===== src/rtl/ov7670_frame_capture.sv =====
// OV7670 capture: decimates RGB565 by 2^DECIM_SHIFT on both axes into RGB332 and writes one frame to block RAM.
// Optional OV7670_CAPTURE_TEST_PATTERN_EN: write data becomes Wr_Addr_o[7:0] for a deterministic RAM image.
module ov7670_frame_capture #(
  parameter int SRC_WIDTH   = 640,
  parameter int SRC_HEIGHT  = 480,
  parameter int DECIM_SHIFT = 2,
  parameter int ADDR_W      = 15
) (
  input  logic              Clk_i,
  input  logic              Reset_i,
  input  logic              Vsync_i,
  input  logic              Href_i,
  input  logic [7:0]        Data_i,
  input  logic              Mem_Ack_i,
  output logic              Wr_En_o,
  output logic [ADDR_W-1:0] Wr_Addr_o,
  output logic [7:0]        Wr_Data_o,
  output logic              Frame_Available_o
);

  localparam int TOTAL = (SRC_WIDTH >> DECIM_SHIFT) * (SRC_HEIGHT >> DECIM_SHIFT);
  localparam logic [ADDR_W-1:0] TOTAL_C = ADDR_W'(TOTAL);
  localparam logic [9:0] WIDTH_C  = 10'(SRC_WIDTH);
  localparam logic [9:0] COL_MASK = 10'((1 << DECIM_SHIFT) - 1);
  localparam logic [8:0] ROW_MASK = 9'((1 << DECIM_SHIFT) - 1);

  typedef enum logic [1:0] {WAIT_START, CAPTURE, DONE} state_t;

  state_t            state_q, state_d;
  logic              vs_q, vs_d, hr_q, hr_d;
  logic              vs_dly_q, vs_dly_d, hr_dly_q, hr_dly_d;
  logic [7:0]        d_q, d_d;
  logic              phase_q, phase_d;
  logic [9:0]        col_q, col_d;
  logic [8:0]        row_q, row_d;
  logic [ADDR_W-1:0] cnt_q, cnt_d;
  logic [5:0]        byte0_q, byte0_d;
  logic              wr_en_q, wr_en_d;
  logic [ADDR_W-1:0] wr_addr_q, wr_addr_d;
  logic [7:0]        wr_data_q, wr_data_d;

  logic vs_rise, vs_fall, hr_rise, hr_fall, cur_phase, keep;

  assign vs_rise   = vs_q & ~vs_dly_q;
  assign vs_fall   = ~vs_q & vs_dly_q;
  assign hr_rise   = hr_q & ~hr_dly_q;
  assign hr_fall   = ~hr_q & hr_dly_q;
  assign cur_phase = hr_rise ? 1'b0 : phase_q;
  assign keep      = (state_q == CAPTURE) && hr_q && cur_phase &&
                     (col_q < WIDTH_C) && ((col_q & COL_MASK) == 10'd0) &&
                     ((row_q & ROW_MASK) == 9'd0) && (cnt_q < TOTAL_C);

  always_comb begin
    vs_d      = Vsync_i;
    hr_d      = Href_i;
    d_d       = Data_i;
    vs_dly_d  = vs_q;
    hr_dly_d  = hr_q;
    state_d   = state_q;
    phase_d   = 1'b0;
    col_d     = 10'd0;
    row_d     = 9'd0;
    cnt_d     = cnt_q;
    byte0_d   = byte0_q;
    wr_en_d   = 1'b0;
    wr_addr_d = wr_addr_q;
    wr_data_d = wr_data_q;

    if (state_q == CAPTURE) begin
      phase_d = hr_q ? ~cur_phase : 1'b0;
      // Only the bits that survive the RGB565 -> RGB332 reduction are kept from byte 0.
      if (hr_q && !cur_phase) byte0_d = {d_q[7:5], d_q[2:0]};
      col_d = col_q;
      if (hr_rise) col_d = 10'd0;
      else if (hr_q && cur_phase && col_q != '1) col_d = col_q + 10'd1;
      row_d = row_q;
      if (hr_fall && row_q != '1) row_d = row_q + 9'd1;
      if (keep) begin
        wr_en_d   = 1'b1;
        wr_addr_d = cnt_q;
`ifdef OV7670_CAPTURE_TEST_PATTERN_EN
        wr_data_d = cnt_q[7:0];
`else
        wr_data_d = {byte0_q, d_q[4:3]};
`endif
        cnt_d     = cnt_q + 1'b1;
      end
    end

    case (state_q)
      WAIT_START: begin
        cnt_d = '0;
        if (vs_fall) state_d = CAPTURE;
      end
      CAPTURE: begin
        // cnt_d includes a write decided this cycle, so a coincident final pixel still counts.
        if (vs_rise) state_d = (cnt_d == TOTAL_C) ? DONE : WAIT_START;
      end
      DONE: begin
        if (Mem_Ack_i) state_d = WAIT_START;
      end
      default: state_d = WAIT_START;
    endcase
  end

  always_ff @(posedge Clk_i) begin
    if (!Reset_i) begin
      state_q   <= WAIT_START;
      vs_q      <= 1'b0;
      hr_q      <= 1'b0;
      d_q       <= 8'd0;
      vs_dly_q  <= 1'b0;
      hr_dly_q  <= 1'b0;
      phase_q   <= 1'b0;
      col_q     <= 10'd0;
      row_q     <= 9'd0;
      cnt_q     <= '0;
      byte0_q   <= 6'd0;
      wr_en_q   <= 1'b0;
      wr_addr_q <= '0;
      wr_data_q <= 8'd0;
    end else begin
      state_q   <= state_d;
      vs_q      <= vs_d;
      hr_q      <= hr_d;
      d_q       <= d_d;
      vs_dly_q  <= vs_dly_d;
      hr_dly_q  <= hr_dly_d;
      phase_q   <= phase_d;
      col_q     <= col_d;
      row_q     <= row_d;
      cnt_q     <= cnt_d;
      byte0_q   <= byte0_d;
      wr_en_q   <= wr_en_d;
      wr_addr_q <= wr_addr_d;
      wr_data_q <= wr_data_d;
    end
  end

  assign Wr_En_o           = wr_en_q;
  assign Wr_Addr_o         = wr_addr_q;
  assign Wr_Data_o         = wr_data_q;
  assign Frame_Available_o = (state_q == DONE);

endmodule

===== config.mk =====
export PLATFORM = sky130hd
export DESIGN_NAME = ov7670_frame_capture
export DESIGN_NICKNAME = d
export VERILOG_FILES = /design/src/rtl/ov7670_frame_capture.sv
export SDC_FILE = /design/constraint.sdc
export NUM_CORES = 1
export LEC_CHECK = 0
export CORE_ASPECT_RATIO = 0.7
export CORE_MARGIN = 3
export CORE_UTILIZATION = 50
export CTS_CLUSTER_SIZE = 12
export DETAILED_ROUTE_END_ITERATION = 16
export PLACE_DENSITY = 0.74
export RECOVER_POWER = 100
export SETUP_SLACK_MARGIN = 0.15
export SLEW_MARGIN = 40
export SYNTH_ARGS = -nofsm -noshare
export SYNTH_HDL_FRONTEND = slang
export SYNTH_SLANG_ARGS = --single-unit

===== constraint.sdc =====
create_clock -name Clk_i -period 2 [get_ports Clk_i]
set_input_delay 0.3 -clock Clk_i [delete_from_list [all_inputs] [get_ports Clk_i]]
set_output_delay 0.3 -clock Clk_i [all_outputs]
set_load 0.01 [all_outputs]

# --- After elaboration in Yosys (flattened, before gate mapping) ---
# Index checks and enable logic that the tools add are counted.
word_totals:
  register_bits: 79
  in_bits: 13
  output_inout_bits: 25
  word_cells: 68
classes:
  n_addsub: 3
  order_cmp: 2
  n_eq_ne: 8
  muxes: 9
  bitwise_logic: 11
  reduce_logical: 21
ops:
  columns: ["cell", "count"]
  rows:
  - ["15-bit 2-to-1 mux", 2]
  - ["15-bit by 1-bit adder with 15-bit output, second input constant", 1]
  - ["15-bit equality test, second input constant", 1]
  - ["15-bit less-than comparator, second input constant", 1]
  - ["10-bit by 1-bit adder with 10-bit output, second input constant", 1]
  - ["1-bit logical AND", 10]
  - ["10-bit logical NOT", 1]
  - ["10-bit less-than comparator, second input constant", 1]
  - ["10-bit != test, second input constant", 1]
  - ["9-bit by 1-bit adder with 9-bit output, second input constant", 1]
  - ["9-bit logical NOT", 1]
  - ["9-bit != test, second input constant", 1]
  - ["2-bit 2-to-1 mux", 4]
  - ["1-bit NOT", 7]
  - ["2-bit != test, second input constant", 3]
  - ["2-bit one-hot mux with 3 select lines", 1]
  - ["2-bit AND reduction", 3]
  - ["3-bit AND reduction", 2]
  - ["1-bit AND", 4]
  - ["3-bit OR reduction", 1]
  - ["2-bit by 1-bit equality test with 1-bit output, second input constant", 1]
  - ["2-bit equality test, second input constant", 1]
  - ["2-bit logical NOT", 1]
  - ["1-bit 2-to-1 mux", 2]
  - ["2 further kinds", 2]

# --- Longest topological paths before layout ---
logic_depth:
  ltp_word: 14
  ltp_mapped: 9

# --- Worst setup path after synthesis ---
# OpenSTA, ideal clock, no wires.
synth_timing:
  path_kind: "register to register"
  startpoint: "register col_q[0]"
  endpoint: "register state_q[1]"
  setup_time_ns: 0.120
  arrival_ns: 1.823
  required_time_ns: 1.880
  path_slack_ns: 0.056
  stages_incl_launch_ff: 10
  path_buffers: 1
  synth_period_minus_slack_ns: 1.944
  path_cell_list: "dfxtp_1 -> inv_1 -> ha_1 -> and4_2 -> and4_1 -> clkbuf_1 -> and4bb_2 -> and3_2 -> o2111ai_1 -> o21ai_1"
synth_via:
  elab_chain_len: 11
  elab_cells_between_ends: 12
synth_rtl:
  columns: ["element", "line_no", "source"]
  rows:
  - ["from (decl)", "34", "logic [9:0] col_q, col_d;"]
  - ["from (signal assigned)", "130", "col_q <= col_d;"]
  - ["10-bit less-than comparator", "50", "(col_q < WIDTH_C) && ((col_q & COL_MASK) == 10'd0) &&"]
  - ["1-bit logical AND", "49", "assign keep = (state_q == CAPTURE) && hr_q && cur_phase &&"]
  - ["1-bit logical AND (*) (2 in series)", "50", null]
  - ["1-bit logical AND (*)", "51", "((row_q & ROW_MASK) == 9'd0) && (cnt_q < TOTAL_C);"]
  - ["15-bit 2-to-1 mux (*)", "78", "if (keep) begin"]
  - ["15-bit 2-to-1 mux (*)", "69", "if (state_q == CAPTURE) begin"]
  - ["15-bit equality test (*)", "97", "if (vs_rise) state_d = (cnt_d == TOTAL_C) ? DONE : WAIT_START;"]
  - ["2-bit 2-to-1 mux (*) (2 in series)", "97", null]
  - ["2-bit one-hot mux with 3 select lines (*)", "90", "case (state_q)"]
  - ["to (signal assigned)", "123", "state_q <= state_d;"]
  - ["to (decl)", "29", "state_t state_q, state_d;"]
# Every way passes the cells marked *; elsewhere a longest branch is shown, timed or not. The select of a mux whose other input is x is not followed.
# A chain may end at the register's enable or synchronous reset.

# --- Worst setup path after layout ---
layout_timing:
  startpoint: "register row_q[1]"
  endpoint: "register state_q[1]"
layout_via:
  elab_chain_len: 9
layout_rtl:
  columns: ["element", "line_no", "source"]
  rows:
  - ["from (decl)", "35", "logic [8:0] row_q, row_d;"]
  - ["from (signal assigned)", "131", "row_q <= row_d;"]
  - ["9-bit logical NOT", "51", null]
  - ["1-bit logical AND", "50", null]
  - ["1-bit logical AND", "51", null]
  - ["15-bit 2-to-1 mux", "78", null]
  - ["15-bit 2-to-1 mux", "69", null]
  - ["15-bit equality test", "97", null]
  - ["2-bit 2-to-1 mux (2 in series)", "97", null]
  - ["2-bit one-hot mux with 3 select lines", "90", null]
# Every way passes these cells. The select of a mux whose other input is x is not followed.

==> reports/qor.txt <==
CRITICAL PATH
--------------------------------------------------------------------------------
Number of stages on the worst setup path ..........................            9
Startpoint Class ..................................................     register
Crit path largest cell delay ......................................      0.34 ns
Worst setup path start ............................................     row_q[1]
R2R Setup Slk .....................................................      0.02 ns
Count of buffer and inverter cells on the critical path ...........            2
Data arrival time of the critical path ............................      2.26 ns
Master of the slowest instance on the critical path ...............      dfxtp_2
R2R Path End ......................................................   state_q[1]
Cells along the critical path ..................................... inv_2 -> ha_4 -> and4_4 -> nand4_1 -> buf_6 -> nor4_4 -> mux2i_2 -> o2111ai_1 -> o21ai_1
Critical path destination .........................................   state_q[1]
Dominant delay contributor by cell family on the critical path .... simple AND/OR/NAND/NOR gates
Number of cell instances on the worst register-to-register path ...            9
Start-to-end type of the worst setup path .........................      reg2reg
Crit path required time ...........................................      2.28 ns
Origin of the critical flop-to-flop path ..........................     row_q[1]
Critical path capture point type ..................................     register
Biggest fanout along the worst timing path ........................            7

FINISH
--------------------------------------------------------------------------------
Leading cell type in the layout, fill and taps excluded ...........      dfxtp_1
Final net count ...................................................          473
Number of diodes ..................................................            0
Final std cells w/o fill ..........................................          550
Commonest cells after routing, fill and taps aside ................ dfxtp_1, nand2_1, nor2_1
Area growth from synthesis to layout ..............................        30.0%
Fraction of final layout cells with drive strength greater than 1 .        20.7%

CLOCK TREE
--------------------------------------------------------------------------------
Number of buffers inserted during clock tree synthesis ............            9
Buffer cell driving the clock tree root ...........................     clkbuf_8
Maximum clock path buffer count ...................................            2
Reg clk slew, reported paths ......................................      0.10 ns
Clk sinks .........................................................           79
Total number of H-tree levels .....................................            3
Clock network latency to the later pin of the worst-skew pair .....      0.35 ns
TritonCTS clock tree ..............................................         done

STA
--------------------------------------------------------------------------------
Number of setup violations in the final report ....................            0
RSZ-0062 raised after global routing ..............................         true
Worst slew pin tran ...............................................     0.707 ns
Final period util .................................................        98.8%
Highest clock frequency the design can meet .......................    0.506 GHz
Skew final ........................................................    0.0154 ns
Total count of hold-check failures in the final report ............            0
Hold Slack ........................................................     0.448 ns
Max-slew headroom at the worst pin ................................        52.9%
Final Max Tran Viols ..............................................            0
Min Clock Period, post-route ......................................      1.98 ns
Setup slack of the critical path after layout .....................    0.0236 ns

FLOORPLANNING
--------------------------------------------------------------------------------
Effective utilization at floorplan ................................        52.9%
I/O pin count .....................................................           38
Chip width ........................................................       104 um
Die extent in y ...................................................      74.7 um
Area of the die ................................................... 0.00778 sq mm
Core box area ..................................................... 0.00637 sq mm
Cell Rows .........................................................           24

PLACE
--------------------------------------------------------------------------------
Number of placed cells counting well taps .........................          520
Last weighted congestion value of the routability-driven placer ...        0.890
Port Buffers ......................................................           37
Pre-CTS setup slack ...............................................    -0.199 ns
Sum of net half-perimeters after detailed placement ...............      5150 um

LOGIC SYNTHESIS
--------------------------------------------------------------------------------
Main combinational cell family by area after synthesis ............ simple AND/OR/NAND/NOR gates
Area share of fa/ha/maj cells after synthesis .....................        2.52%
Unique cell type count in the Yosys netlist .......................           49
Number of instances in the synthesized netlist ....................          386
Multiplexer area fraction after synthesis .........................        2.67%
Post-synth net total ..............................................          405
Per-instance average area after synthesis .........................   8.73 sq um
Share of the yosys chip area belonging to registers ...............        46.9%
Synthesized-area fraction occupied by ao, oa, aoi and oai cells ...        9.50%
Simple-gate share of the synthesized area .........................        26.4%
Number of synthesized register bits ...............................           79
Total number of yosys warnings ....................................            0
Area share of xor/xnor cells in the synthesized design ............        7.28%
Netlist Area Pre-Place ............................................ 0.00337 sq mm

ROUTE
--------------------------------------------------------------------------------
Routed length per placed instance .................................      13.7 um
1st-iter DRT viols ................................................          173
Number of iterations in the first detailed-routing pass ...........            4
Remaining DRCs ....................................................            0
Via count .........................................................         2884
Ratio of routed vias to standard cells ............................         5.24
Post-detailed-route count of antenna-violating nets ...............            0
Total Routed Length ...............................................      7540 um

GLOBAL ROUTING
--------------------------------------------------------------------------------
Pin count of the biggest net entering global routing ..............           30
Overflow left after global routing ................................            0
Total GRT Usage ...................................................        19.3%
Antenna violations before repair ..................................            0
Vias in the first global route ....................................         2637
First-pass GRT wire length ........................................     12100 um

PWR
--------------------------------------------------------------------------------
Max VDD drop ......................................................       483 uV
Power density over the cells ......................................  661 mW/mm^2
Leakage power total ...............................................      1.62 nW

JOB
--------------------------------------------------------------------------------
Number of max-cap violations ......................................            0

HOLD PATH
--------------------------------------------------------------------------------
Worst hold path startpoint ........................................       d_q[4]
Worst hold path class .............................................      reg2reg

STATUS
--------------------------------------------------------------------------------
Outcome ........................................................... finished, final reports clean

[flip-flops by register name (all words and copies together), names as in the netlist]
register   count
d_q            8
Wr_En_o        1
col_q         10
Wr_Data_o      8
hr_dly_q       1
vs_dly_d       1
vs_dly_q       1
hr_dly_d       1
cnt_q         15
row_q          9
state_q        2
Wr_Addr_o     15
byte0_q        6
phase_q        1
[worst min-delay path by stage]
stage                        end  cells past startpoint
floorplan           Wr_Data_o[0]                      2
CTS                 Wr_Data_o[1]                      2
detailed placement  Wr_Data_o[1]                      2
global route        Wr_Data_o[1]                      2
global placement    Wr_Data_o[0]                      2
finish              Wr_Data_o[1]                      2
[what timing repair did]
item / 4_1_cts / 5_1_grt
endpoints found under the setup margin: 29 / 31
resized for setup: 14 / 26
hold buffers: 0 / 0
buffers inserted: 6 / 8
endpoints found under the hold margin: 0 / 0
pin swaps: 7 / 8
[cell usage after synthesis (all sizes together)]
library cell | count | share of area [%]
or3 | 5 | 0.97
and2b | 1 | 0.26
o31a | 1 | 0.26
nand4b | 1 | 0.26
a41o | 1 | 0.33
o21ai | 9 | 1.3
a311oi | 1 | 0.26
a22o | 1 | 0.30
xor2 | 14 | 3.6
dfxtp | 79 | 47
nand2 | 64 | 7.2
xnor2 | 14 | 3.6
nand3 | 10 | 1.5
nor4 | 5 | 1.3
maj3 | 1 | 0.30
bufbuf | 1 | 0.97
a21oi | 31 | 4.6
and3 | 6 | 1.2
nor2b | 2 | 0.37
a41oi | 2 | 0.74
buf | 5 | 1.2
o21a | 2 | 0.67
and2 | 14 | 2.6
and4 | 5 | 1.4
a211o | 1 | 0.26
nand3b | 1 | 0.22
ha | 6 | 2.2
clkbuf | 12 | 1.3
a21o | 1 | 0.22
mux2i | 9 | 2.7
nor2 | 49 | 5.5
nand4 | 8 | 1.5
inv | 11 | 1.2
nor3 | 7 | 1.2
nor3b | 1 | 0.22
and4bb | 1 | 0.37
o2111ai | 2 | 0.52
nand2b | 2 | 0.37
[where the power goes]
| group | switching [mW] | internal, mW |
|---|---|---|
| combinational | 0.0325 | 0.0354 |
| sequential | 0.00774 | 1.58 |
| clock | 0.634 | 0.603 |
[worst reg2reg max path: cells and delay by family (launching register included)]
| kind | cells | cell delay [ns] |
|---|---|---|
| compound gates | 2 | 0.29 |
| flops | 1 | 0.34 |
| mux | 1 | 0.33 |
| simple gates | 3 | 0.59 |
| fa+ha+maj | 1 | 0.11 |
| buf+inv | 2 | 0.24 |
[cell type report]
cell class                      instances  area, sq um
Fill cell                             503         1990
Multi-Input combinational cell        278         1750
Sequential cell                        79         1590
Timing Repair Buffer                   75          682
Clock buffer                            9          124
Tap cell                               91          114
Clock inverter                          7         83.8
Inverter                               11         41.3
[logic make-up (layout without fill, tap and decap cells)]
group,count (synthesis),count (layout)
AND/OR/NAND/NOR,182,182
flip-flops,79,79
AO/OA/AOI/OAI,52,52
buffers and inverters,29,102
XOR/XNOR,28,28
multiplexers,9,9
adder cells (fa/ha/maj),7,7
[stage by stage]
stage | setup TNS, ns | power [mW] | utilization [%] | cell area (sq um)
4_1_cts | 0 | 2.92 | 66.5 | 4230
5_1_grt | -1.06 | 3.00 | 68.8 | 4380
3_3_place_gp | -0.0625 | 1.70 | 61.8 | 3930
2_1_floorplan | 0 | 1.66 | - | 3370
6_report | 0 | 2.90 | 68.8 | 4380
3_5_place_dp | -0.212 | 1.70 | 61.9 | 3940
[layer usage]
| metal | GRT usage (%) | share of wire, % | vias to the layer above |
|---|---|---|---|
| met4 | 6.19 | 0.84 | 0 |
| met2 | 31.5 | 45 | 63 |
| met1 | 26.2 | 50 | 1369 |
| li1 | - | - | 1444 |
| met5 | 0 | 0 | - |
| met3 | 4.11 | 4.2 | 8 |
No activity file was read; power rests on OpenSTA's default activity.
